==> config.mk <==
export PLATFORM = sky130hd
export DESIGN_NAME = reorder_buffer_flat
export DESIGN_NICKNAME = d
export VERILOG_FILES = /design/src/rtl/reorder_buffer_if.sv /design/src/rtl/reorder_buffer.sv /design/src/flat_wrapper.sv
export SDC_FILE = /design/constraint.sdc
export NUM_CORES = 2
export LEC_CHECK = 0
export BUFFER_PORTS_ARGS = -buffer_cell sky130_fd_sc_hd__buf_2
export CAP_MARGIN = 20
export CORE_MARGIN = 8
export CORE_UTILIZATION = 56
export DETAILED_ROUTE_END_ITERATION = 6
export GPL_ROUTABILITY_DRIVEN = 0
export GPL_TIMING_DRIVEN = 0
export MAX_ROUTING_LAYER = met4
export PLACE_DENSITY = 0.76
export REMOVE_ABC_BUFFERS = 1
export SYNTH_ARGS = -nofsm -noshare
export SYNTH_HDL_FRONTEND = slang
export SYNTH_SLANG_ARGS = --single-unit
export TNS_END_PERCENT = 20
==> constraint.sdc <==
create_clock -name clk -period 5.9 [get_ports clk]
set_input_delay 0 -clock clk [delete_from_list [all_inputs] [get_ports clk]]
set_output_delay 0 -clock clk [all_outputs]
set_load 0.02 [all_outputs]
==> src/rtl/reorder_buffer_if.sv <==
// Decoder, CDB and commit/rollback bundle of the reorder buffer.
// The master side is the rest of the core; the slave side is the ROB itself.
interface reorder_buffer_if #(
  parameter int TAG_W  = 5,
  parameter int WORD_W = 32,
  parameter int REG_W  = 5
);
  logic              dec_issue_in;
  logic [WORD_W-1:0] dec_pc_in;
  logic [REG_W-1:0]  dec_rd_in;
  logic              dec_occupy_rd_in;
  logic              dec_is_branch_in;
  logic              dec_pred_taken_in;
  logic [TAG_W-1:0]  dec_Qj_in;
  logic [TAG_W-1:0]  dec_Qk_in;

  logic [TAG_W-1:0]  rob_next_tag_out;
  logic              rob_full_out;
  logic              rob_Qj_ready_out;
  logic              rob_Qk_ready_out;
  logic [WORD_W-1:0] rob_Qj_value_out;
  logic [WORD_W-1:0] rob_Qk_value_out;

  logic              cdb_valid_in;
  logic [TAG_W-1:0]  cdb_tag_in;
  logic [WORD_W-1:0] cdb_value_in;
  logic              cdb_jump_in;
  logic [WORD_W-1:0] cdb_target_in;

  logic              rob_commit_signal_out;
  logic              rob_commit_rf_signal_out;
  logic [WORD_W-1:0] rob_commit_pc_out;
  logic [TAG_W-1:0]  rob_commit_tag_out;
  logic [WORD_W-1:0] rob_commit_data_out;
  logic [REG_W-1:0]  rob_commit_target_out;
  logic              rob_rollback_out;
  logic [WORD_W-1:0] rob_rollback_pc_out;

  modport master (
    output dec_issue_in, dec_pc_in, dec_rd_in, dec_occupy_rd_in, dec_is_branch_in,
           dec_pred_taken_in, dec_Qj_in, dec_Qk_in,
           cdb_valid_in, cdb_tag_in, cdb_value_in, cdb_jump_in, cdb_target_in,
    input  rob_next_tag_out, rob_full_out, rob_Qj_ready_out, rob_Qk_ready_out,
           rob_Qj_value_out, rob_Qk_value_out,
           rob_commit_signal_out, rob_commit_rf_signal_out, rob_commit_pc_out,
           rob_commit_tag_out, rob_commit_data_out, rob_commit_target_out,
           rob_rollback_out, rob_rollback_pc_out
  );

  modport slave (
    input  dec_issue_in, dec_pc_in, dec_rd_in, dec_occupy_rd_in, dec_is_branch_in,
           dec_pred_taken_in, dec_Qj_in, dec_Qk_in,
           cdb_valid_in, cdb_tag_in, cdb_value_in, cdb_jump_in, cdb_target_in,
    output rob_next_tag_out, rob_full_out, rob_Qj_ready_out, rob_Qk_ready_out,
           rob_Qj_value_out, rob_Qk_value_out,
           rob_commit_signal_out, rob_commit_rf_signal_out, rob_commit_pc_out,
           rob_commit_tag_out, rob_commit_data_out, rob_commit_target_out,
           rob_rollback_out, rob_rollback_pc_out
  );
endinterface

==> src/rtl/reorder_buffer.sv <==
// Circular in-order commit queue: allocates tags, captures CDB results, retires the head
// in program order and flushes everything when a retiring branch was mispredicted.
module reorder_buffer #(
  parameter int ROB_DEPTH = 16,
  parameter int TAG_W     = 5,
  parameter int WORD_W    = 32,
  parameter int REG_W     = 5
) (
  input logic             clk,
  input logic             rst,
  reorder_buffer_if.slave bus
);
  localparam int IDX_W = (ROB_DEPTH > 1) ? $clog2(ROB_DEPTH) : 1;
  localparam int CNT_W = $clog2(ROB_DEPTH + 1);

  logic [IDX_W-1:0]  head;
  logic [IDX_W-1:0]  tail;
  logic [CNT_W-1:0]  count;

  logic              busy      [ROB_DEPTH];
  logic              done      [ROB_DEPTH];
  logic [WORD_W-1:0] pc_q      [ROB_DEPTH];
  logic [REG_W-1:0]  rd_q      [ROB_DEPTH];
  logic              occupy_q  [ROB_DEPTH];
  logic              branch_q  [ROB_DEPTH];
  logic              pred_q    [ROB_DEPTH];
  logic [WORD_W-1:0] value_q   [ROB_DEPTH];
  logic              jump_q    [ROB_DEPTH];
  logic [WORD_W-1:0] target_q  [ROB_DEPTH];

  logic              full;
  logic              do_issue;
  logic              do_commit;
  logic              mispredict;
  logic              wb_hit;
  logic [IDX_W-1:0]  wb_idx;

  // Tag t lives in slot t-1; tag 0 is the null tag and never names a slot.
  function automatic logic tag_ok(input logic [TAG_W-1:0] t);
    return (t != '0) && (t <= TAG_W'(ROB_DEPTH));
  endfunction

  function automatic logic [IDX_W-1:0] tag_idx(input logic [TAG_W-1:0] t);
    return IDX_W'(t - TAG_W'(1));
  endfunction

  function automatic logic [IDX_W-1:0] idx_inc(input logic [IDX_W-1:0] i);
    return (i == IDX_W'(ROB_DEPTH - 1)) ? '0 : i + IDX_W'(1);
  endfunction

  // Operand lookup; a result on the CDB this cycle takes priority over the stored copy.
  function automatic logic [WORD_W:0] lookup(input logic [TAG_W-1:0] t);
    logic [WORD_W:0] r;
    r = '0;
    if (t == '0) begin
      r = {1'b1, {WORD_W{1'b0}}};
    end else if (bus.cdb_valid_in && (bus.cdb_tag_in == t)) begin
      r = {1'b1, bus.cdb_value_in};
    end else if (tag_ok(t) && busy[tag_idx(t)] && done[tag_idx(t)]) begin
      r = {1'b1, value_q[tag_idx(t)]};
    end
    return r;
  endfunction

  always_comb begin
    full       = (count == CNT_W'(ROB_DEPTH));
    do_issue   = bus.dec_issue_in && !full;
    do_commit  = (count != '0) && busy[head] && done[head];
    mispredict = do_commit && branch_q[head] && (jump_q[head] != pred_q[head]);
    wb_idx     = tag_idx(bus.cdb_tag_in);
    wb_hit     = bus.cdb_valid_in && tag_ok(bus.cdb_tag_in) && busy[wb_idx];
  end

  always_comb begin
    bus.rob_next_tag_out = TAG_W'(tail) + TAG_W'(1);
    bus.rob_full_out     = full;
    {bus.rob_Qj_ready_out, bus.rob_Qj_value_out} = lookup(bus.dec_Qj_in);
    {bus.rob_Qk_ready_out, bus.rob_Qk_value_out} = lookup(bus.dec_Qk_in);
  end

  always_ff @(posedge clk) begin
    if (!rst) begin
      head  <= '0;
      tail  <= '0;
      count <= '0;
      for (int i = 0; i < ROB_DEPTH; i++) begin
        busy[i] <= 1'b0;
        done[i] <= 1'b0;
      end
      bus.rob_commit_signal_out    <= 1'b0;
      bus.rob_commit_rf_signal_out <= 1'b0;
      bus.rob_commit_pc_out        <= '0;
      bus.rob_commit_tag_out       <= '0;
      bus.rob_commit_data_out      <= '0;
      bus.rob_commit_target_out    <= '0;
      bus.rob_rollback_out         <= 1'b0;
      bus.rob_rollback_pc_out      <= '0;
    end else begin
      bus.rob_commit_signal_out    <= do_commit;
      bus.rob_commit_rf_signal_out <= do_commit && occupy_q[head] && !branch_q[head];
      bus.rob_commit_pc_out        <= do_commit ? pc_q[head] : '0;
      bus.rob_commit_tag_out       <= do_commit ? TAG_W'(head) + TAG_W'(1) : '0;
      bus.rob_commit_data_out      <= do_commit ? value_q[head] : '0;
      bus.rob_commit_target_out    <= do_commit ? rd_q[head] : '0;
      bus.rob_rollback_out         <= mispredict;
      bus.rob_rollback_pc_out      <= !mispredict ? '0 :
                                      jump_q[head] ? target_q[head] :
                                      pc_q[head] + WORD_W'(4);

      if (mispredict) begin
        // Everything younger than the branch is wrong-path; same-edge issue/CDB are dropped.
        head  <= '0;
        tail  <= '0;
        count <= '0;
        for (int i = 0; i < ROB_DEPTH; i++) begin
          busy[i] <= 1'b0;
          done[i] <= 1'b0;
        end
      end else begin
        if (wb_hit) begin
          value_q[wb_idx]  <= bus.cdb_value_in;
          jump_q[wb_idx]   <= bus.cdb_jump_in;
          target_q[wb_idx] <= bus.cdb_target_in;
          done[wb_idx]     <= 1'b1;
        end
        if (do_commit) begin
          busy[head] <= 1'b0;
          done[head] <= 1'b0;
          head       <= idx_inc(head);
        end
        if (do_issue) begin
          busy[tail]     <= 1'b1;
          done[tail]     <= 1'b0;
          pc_q[tail]     <= bus.dec_pc_in;
          rd_q[tail]     <= bus.dec_rd_in;
          occupy_q[tail] <= bus.dec_occupy_rd_in;
          branch_q[tail] <= bus.dec_is_branch_in;
          pred_q[tail]   <= bus.dec_pred_taken_in;
          tail           <= idx_inc(tail);
        end
        count <= count + CNT_W'(do_issue) - CNT_W'(do_commit);
      end
    end
  end
endmodule

==> src/flat_wrapper.sv <==
// flat-port wrapper written by rule: the top's interface ports become plain ports
module reorder_buffer_flat 
#(
  parameter int ROB_DEPTH = 16,
  parameter int TAG_W     = 5,
  parameter int WORD_W    = 32,
  parameter int REG_W     = 5
)
  (clk, rst, bus_dec_issue_in, bus_dec_pc_in, bus_dec_rd_in, bus_dec_occupy_rd_in, bus_dec_is_branch_in, bus_dec_pred_taken_in, bus_dec_Qj_in, bus_dec_Qk_in, bus_cdb_valid_in, bus_cdb_tag_in, bus_cdb_value_in, bus_cdb_jump_in, bus_cdb_target_in, bus_rob_next_tag_out, bus_rob_full_out, bus_rob_Qj_ready_out, bus_rob_Qk_ready_out, bus_rob_Qj_value_out, bus_rob_Qk_value_out, bus_rob_commit_signal_out, bus_rob_commit_rf_signal_out, bus_rob_commit_pc_out, bus_rob_commit_tag_out, bus_rob_commit_data_out, bus_rob_commit_target_out, bus_rob_rollback_out, bus_rob_rollback_pc_out);
  reorder_buffer_if #(.TAG_W(TAG_W), .WORD_W(WORD_W), .REG_W(REG_W)) bus_i ();
  input logic clk;
  input logic rst;
  input wire logic [$bits(bus_i.dec_issue_in)-1:0] bus_dec_issue_in;
  input wire logic [$bits(bus_i.dec_pc_in)-1:0] bus_dec_pc_in;
  input wire logic [$bits(bus_i.dec_rd_in)-1:0] bus_dec_rd_in;
  input wire logic [$bits(bus_i.dec_occupy_rd_in)-1:0] bus_dec_occupy_rd_in;
  input wire logic [$bits(bus_i.dec_is_branch_in)-1:0] bus_dec_is_branch_in;
  input wire logic [$bits(bus_i.dec_pred_taken_in)-1:0] bus_dec_pred_taken_in;
  input wire logic [$bits(bus_i.dec_Qj_in)-1:0] bus_dec_Qj_in;
  input wire logic [$bits(bus_i.dec_Qk_in)-1:0] bus_dec_Qk_in;
  input wire logic [$bits(bus_i.cdb_valid_in)-1:0] bus_cdb_valid_in;
  input wire logic [$bits(bus_i.cdb_tag_in)-1:0] bus_cdb_tag_in;
  input wire logic [$bits(bus_i.cdb_value_in)-1:0] bus_cdb_value_in;
  input wire logic [$bits(bus_i.cdb_jump_in)-1:0] bus_cdb_jump_in;
  input wire logic [$bits(bus_i.cdb_target_in)-1:0] bus_cdb_target_in;
  output wire logic [$bits(bus_i.rob_next_tag_out)-1:0] bus_rob_next_tag_out;
  output wire logic [$bits(bus_i.rob_full_out)-1:0] bus_rob_full_out;
  output wire logic [$bits(bus_i.rob_Qj_ready_out)-1:0] bus_rob_Qj_ready_out;
  output wire logic [$bits(bus_i.rob_Qk_ready_out)-1:0] bus_rob_Qk_ready_out;
  output wire logic [$bits(bus_i.rob_Qj_value_out)-1:0] bus_rob_Qj_value_out;
  output wire logic [$bits(bus_i.rob_Qk_value_out)-1:0] bus_rob_Qk_value_out;
  output wire logic [$bits(bus_i.rob_commit_signal_out)-1:0] bus_rob_commit_signal_out;
  output wire logic [$bits(bus_i.rob_commit_rf_signal_out)-1:0] bus_rob_commit_rf_signal_out;
  output wire logic [$bits(bus_i.rob_commit_pc_out)-1:0] bus_rob_commit_pc_out;
  output wire logic [$bits(bus_i.rob_commit_tag_out)-1:0] bus_rob_commit_tag_out;
  output wire logic [$bits(bus_i.rob_commit_data_out)-1:0] bus_rob_commit_data_out;
  output wire logic [$bits(bus_i.rob_commit_target_out)-1:0] bus_rob_commit_target_out;
  output wire logic [$bits(bus_i.rob_rollback_out)-1:0] bus_rob_rollback_out;
  output wire logic [$bits(bus_i.rob_rollback_pc_out)-1:0] bus_rob_rollback_pc_out;
  assign bus_i.dec_issue_in = bus_dec_issue_in;
  assign bus_i.dec_pc_in = bus_dec_pc_in;
  assign bus_i.dec_rd_in = bus_dec_rd_in;
  assign bus_i.dec_occupy_rd_in = bus_dec_occupy_rd_in;
  assign bus_i.dec_is_branch_in = bus_dec_is_branch_in;
  assign bus_i.dec_pred_taken_in = bus_dec_pred_taken_in;
  assign bus_i.dec_Qj_in = bus_dec_Qj_in;
  assign bus_i.dec_Qk_in = bus_dec_Qk_in;
  assign bus_i.cdb_valid_in = bus_cdb_valid_in;
  assign bus_i.cdb_tag_in = bus_cdb_tag_in;
  assign bus_i.cdb_value_in = bus_cdb_value_in;
  assign bus_i.cdb_jump_in = bus_cdb_jump_in;
  assign bus_i.cdb_target_in = bus_cdb_target_in;
  assign bus_rob_next_tag_out = bus_i.rob_next_tag_out;
  assign bus_rob_full_out = bus_i.rob_full_out;
  assign bus_rob_Qj_ready_out = bus_i.rob_Qj_ready_out;
  assign bus_rob_Qk_ready_out = bus_i.rob_Qk_ready_out;
  assign bus_rob_Qj_value_out = bus_i.rob_Qj_value_out;
  assign bus_rob_Qk_value_out = bus_i.rob_Qk_value_out;
  assign bus_rob_commit_signal_out = bus_i.rob_commit_signal_out;
  assign bus_rob_commit_rf_signal_out = bus_i.rob_commit_rf_signal_out;
  assign bus_rob_commit_pc_out = bus_i.rob_commit_pc_out;
  assign bus_rob_commit_tag_out = bus_i.rob_commit_tag_out;
  assign bus_rob_commit_data_out = bus_i.rob_commit_data_out;
  assign bus_rob_commit_target_out = bus_i.rob_commit_target_out;
  assign bus_rob_rollback_out = bus_i.rob_rollback_out;
  assign bus_rob_rollback_pc_out = bus_i.rob_rollback_pc_out;
  reorder_buffer #(.ROB_DEPTH(ROB_DEPTH), .TAG_W(TAG_W), .WORD_W(WORD_W), .REG_W(REG_W)) u_core (.clk(clk), .rst(rst), .bus(bus_i));
endmodule
==> flow_metrics.env <==
export IMPL_antenna_left=0
export IMPL_drive_gt1_share_pct=33.2
export IMPL_synth_top_family_by_area="multiplexers"
export IMPL_synth_compound_area_share_pct=3.18
export IMPL_wl_met1_um=76300
export IMPL_drt_initial_drc_count=5473
export IMPL_cts_tree="done"
export IMPL_ys_flop_type="edfxtp_1"
export IMPL_outcome="finished clean"
export IMPL_num_rows=137
export IMPL_clk_path_buf_depth=3
export IMPL_maxUsedRoutingLayer="met4"
export IMPL_synth_edf_count=1680
export IMPL_dieWidth_um=392
export IMPL_yosysMostFrequentCell="edfxtp_1"
export IMPL_cts_root_buf="clkbuf_16"
export IMPL_syn2layout_area_growth_pct=16.6
export IMPL_worstHoldStart="bus_cdb_tag_in[4]"
export IMPL_critical_path_class="register to register"
export IMPL_antenna_found_initial=28
export IMPL_synth_cell_area_mm2=0.0790
export IMPL_dieHeight_um=392
export IMPL_grt_max_degree=72
export IMPL_synth_area_leader_cell="edfxtp_1"
export IMPL_met2_wirelength_um=107000
export IMPL_slew_headroom_pct=4.90
export IMPL_final_setup_viol_count=0
export IMPL_vias=44100
export IMPL_cts_buffers=183
export IMPL_fmax_mhz=172
export IMPL_yosys_top_cells_count="1680 x edfxtp_1, 695 x mux4_2, 158 x dfxtp_1"
export IMPL_synthArstFlopShare_pct=0
export IMPL_cp_end_kind="register"
export IMPL_arrival_ns=6.27
export IMPL_post_drt_via_cell_ratio=6.91
export IMPL_track_usage_pct=28.9
export IMPL_wl_per_cell_um=34.2
export IMPL_synthMuxAreaShare_pct=23.2
export IMPL_synth_fa_ha_area_share_pct=0.437
export IMPL_p_leak_nw=29.7
export IMPL_syn_mean_instance_area_um2=20.5
export IMPL_hpwl_um=122000
export IMPL_h_tree_depth=4
export IMPL_skew_ns=0.0571
export IMPL_p_per_area_mw_per_mm2=300
export IMPL_hold_viol_final=0
export IMPL_start_kind="register"
export IMPL_grt_pass1_wl_um=310000
export IMPL_drc=0
export IMPL_clk_pin_slew_ns=0.06
export IMPL_clk_latency_ns=0.84
export IMPL_worst_pin_slew_ns=1.43
export IMPL_synthSimpleGateAreaFrac_pct=2.85
export IMPL_peakVddDrop_v=0.000288
export IMPL_finalPower_mw=27.7
export IMPL_min_period_over_period_pct=98.7
export IMPL_hp_class="primary input to register"
export IMPL_grt_pass1_vias=44300
export IMPL_routed_wl_um=218000
export IMPL_core_area_mm2=0.140
export IMPL_ys_warn_count=0
export IMPL_start_util_pct=56.5
export IMPL_io_pins=305
export IMPL_die_area_mm2=0.153
export IMPL_seq_area_frac_synth_pct=67.9
export IMPL_clkSinkCount=1838
export IMPL_dr_pass1_iters=6
export IMPL_max_cap_viol_count=0
export IMPL_yosys_top_cells_area="edfxtp_1 64%, mux4_2 20%, dfxtp_1 4.0%"
export IMPL_period_needed_ns=5.83
export IMPL_multi_input_area_mm2=0.0244
export IMPL_synth_xor_area_share_pct=0.610
export IMPL_synthDistinctLibCells=58
export IMPL_ys_ff_latch=1838
export IMPL_cp_required_ns=6.35
export IMPL_synth_top_area_share_pct=63.9
export IMPL_place_ws_ns=-0.826
export IMPL_synthCells=3853
export IMPL_numPortBuffers=304
export IMPL_post_route_util_pct=65.9
export IMPL_grt_overflow_total=0
export IMPL_slew_violations=0
export IMPL_setup_tns_ns=0
export IMPL_fill_cells=8707
export IMPL_nets=4485
export IMPL_path_max_fanout=46
export IMPL_dr_wl_met3_um=24600
export IMPL_worst_slack_ns=0.0746
export IMPL_regArea_mm2=0.0536
==> through the flow <==
stage | hold WS, ns | instances | cell area [µm²]
final | 0.0811 | 6387 | 92100
after detailed placement | 0.376 | 5898 | 84500
after floorplan | 0.0989 | 3593 | 77700
after global placement | 0.363 | 5773 | 81600
after CTS | 0.000550 | 6367 | 92000
after global routing | 0.0572 | 6385 | 92100
==> metal layers <==
metal | track usage [%] | vias to the layer above
li1 | - | 17400
met1 | 36.6 | 22900
met2 | 45.7 | 3173
met3 | 6.30 | 560
met4 | 11.9 | 0
met5 | - | -
==> critical path: stages, from the launching register on <==
cell     delay (ns)
dfxtp_4        0.58
buf_16         0.32
buf_16         0.28
buf_16         0.35
buf_12         0.28
mux4_1         0.60
mux4_2         0.66
a41o_2         0.51
buf_16         0.24
nor3_4         0.52
and2_4         0.57
buf_16         0.34
==> registers in the layout, summed over array words and instances, names as in the netlist, named ones only <==
| signal | flops |
|---|---|
| u_core.branch_q | 16 |
| u_core.bus.rob_commit_data_out | 32 |
| u_core.bus.rob_commit_pc_out | 32 |
| u_core.bus.rob_commit_rf_signal_out | 1 |
| u_core.bus.rob_commit_signal_out | 1 |
| u_core.bus.rob_commit_tag_out | 5 |
| u_core.bus.rob_commit_target_out | 5 |
| u_core.bus.rob_rollback_out | 1 |
| u_core.bus.rob_rollback_pc_out | 32 |
| u_core.busy | 16 |
| u_core.count | 5 |
| u_core.done | 16 |
| u_core.head | 4 |
| u_core.jump_q | 16 |
| u_core.occupy_q | 16 |
| u_core.pc_q | 512 |
| u_core.pred_q | 16 |
| u_core.rd_q | 80 |
| u_core.tail | 4 |
| u_core.target_q | 512 |
| u_core.value_q | 512 |
==> where the power goes <==
part / switching, mW / internal [mW] / leakage, nW
logic: 0.910 / 0.627 / 10.3
registers: 0.0285 / 14.3 / 16.4
clock network: 5.07 / 6.75 / 3.00
==> area by class of cell <==
type	count	share of cell area (%)
Sequential cell	1838	58.3
Multi-Input combinational cell	1733	26.4
Timing Repair Buffer	542	5.83
Inverter	36	0.149
Antenna cell	20	0.0544
Clock inverter	85	1.06
Tap cell	1876	2.55
Clock buffer	257	5.65
==> cells by family (layout without fill, tap and decap cells) <==
family,after synthesis,count (layout)
AOI/OAI and AO/OA,349,349
xor gates and xnor gates,55,55
adders and majority gates,27,27
buffers and inverters,296,920
DFF,1838,1838
muxes,867,867
other,0,20
and+or+nand+nor,421,435
==> path summary, 6_finish.rpt <==
path	slack [ns]	end	cells after the start
max	0.07	u_core.target_q[6][14]	11
min	0.08	u_core.done[7]	6
max reg2reg	0.07	u_core.target_q[6][14]	11
min reg2reg	0.48	u_core.busy[3]	1
==> timing repair <==
item / CTS / global route
pin swaps: 8 / 2
buffers inserted: 2 / 0
endpoints found under the setup margin: 1532 / 34
hold buffers: 111 / 0
resized for setup: 11 / 0
endpoints found under the hold margin: 1736 / 0
cloned: 14 / 0
==> cell usage in the layout (no fill, tap or decap), types with 12 or more instances in the layout <==
cell,netlist,final
dfxtp_1,158,150
nor2b_1,74,72
clkbuf_16,0,188
and2_2,0,14
mux4_1,60,60
xor2_1,31,29
nor3_1,22,14
buf_2,31,304
nand3_1,23,22
nor2_1,101,92
mux2i_1,107,107
bufinv_16,0,12
and2_4,0,24
diode_2,0,20
nor3b_1,15,15
buf_8,1,13
a21o_1,16,16
a21oi_1,101,101
clkbuf_1,139,45
nand2_1,53,53
and2_1,70,46
ha_1,26,24
nor4_1,22,22
buf_12,10,18
buf_6,8,25
clkbuf_8,0,24
a211oi_1,85,85
nand2b_1,12,12
buf_16,0,68
clkinv_2,0,26
xnor2_1,24,22
edfxtp_1,1680,1680
clkinv_1,1,22
dlygate4sd3_1,0,111
inv_1,35,34
a22o_1,84,84
mux4_2,695,695
a221oi_1,21,21
a22oi_1,13,13
(Power assumes the default switching activity.)
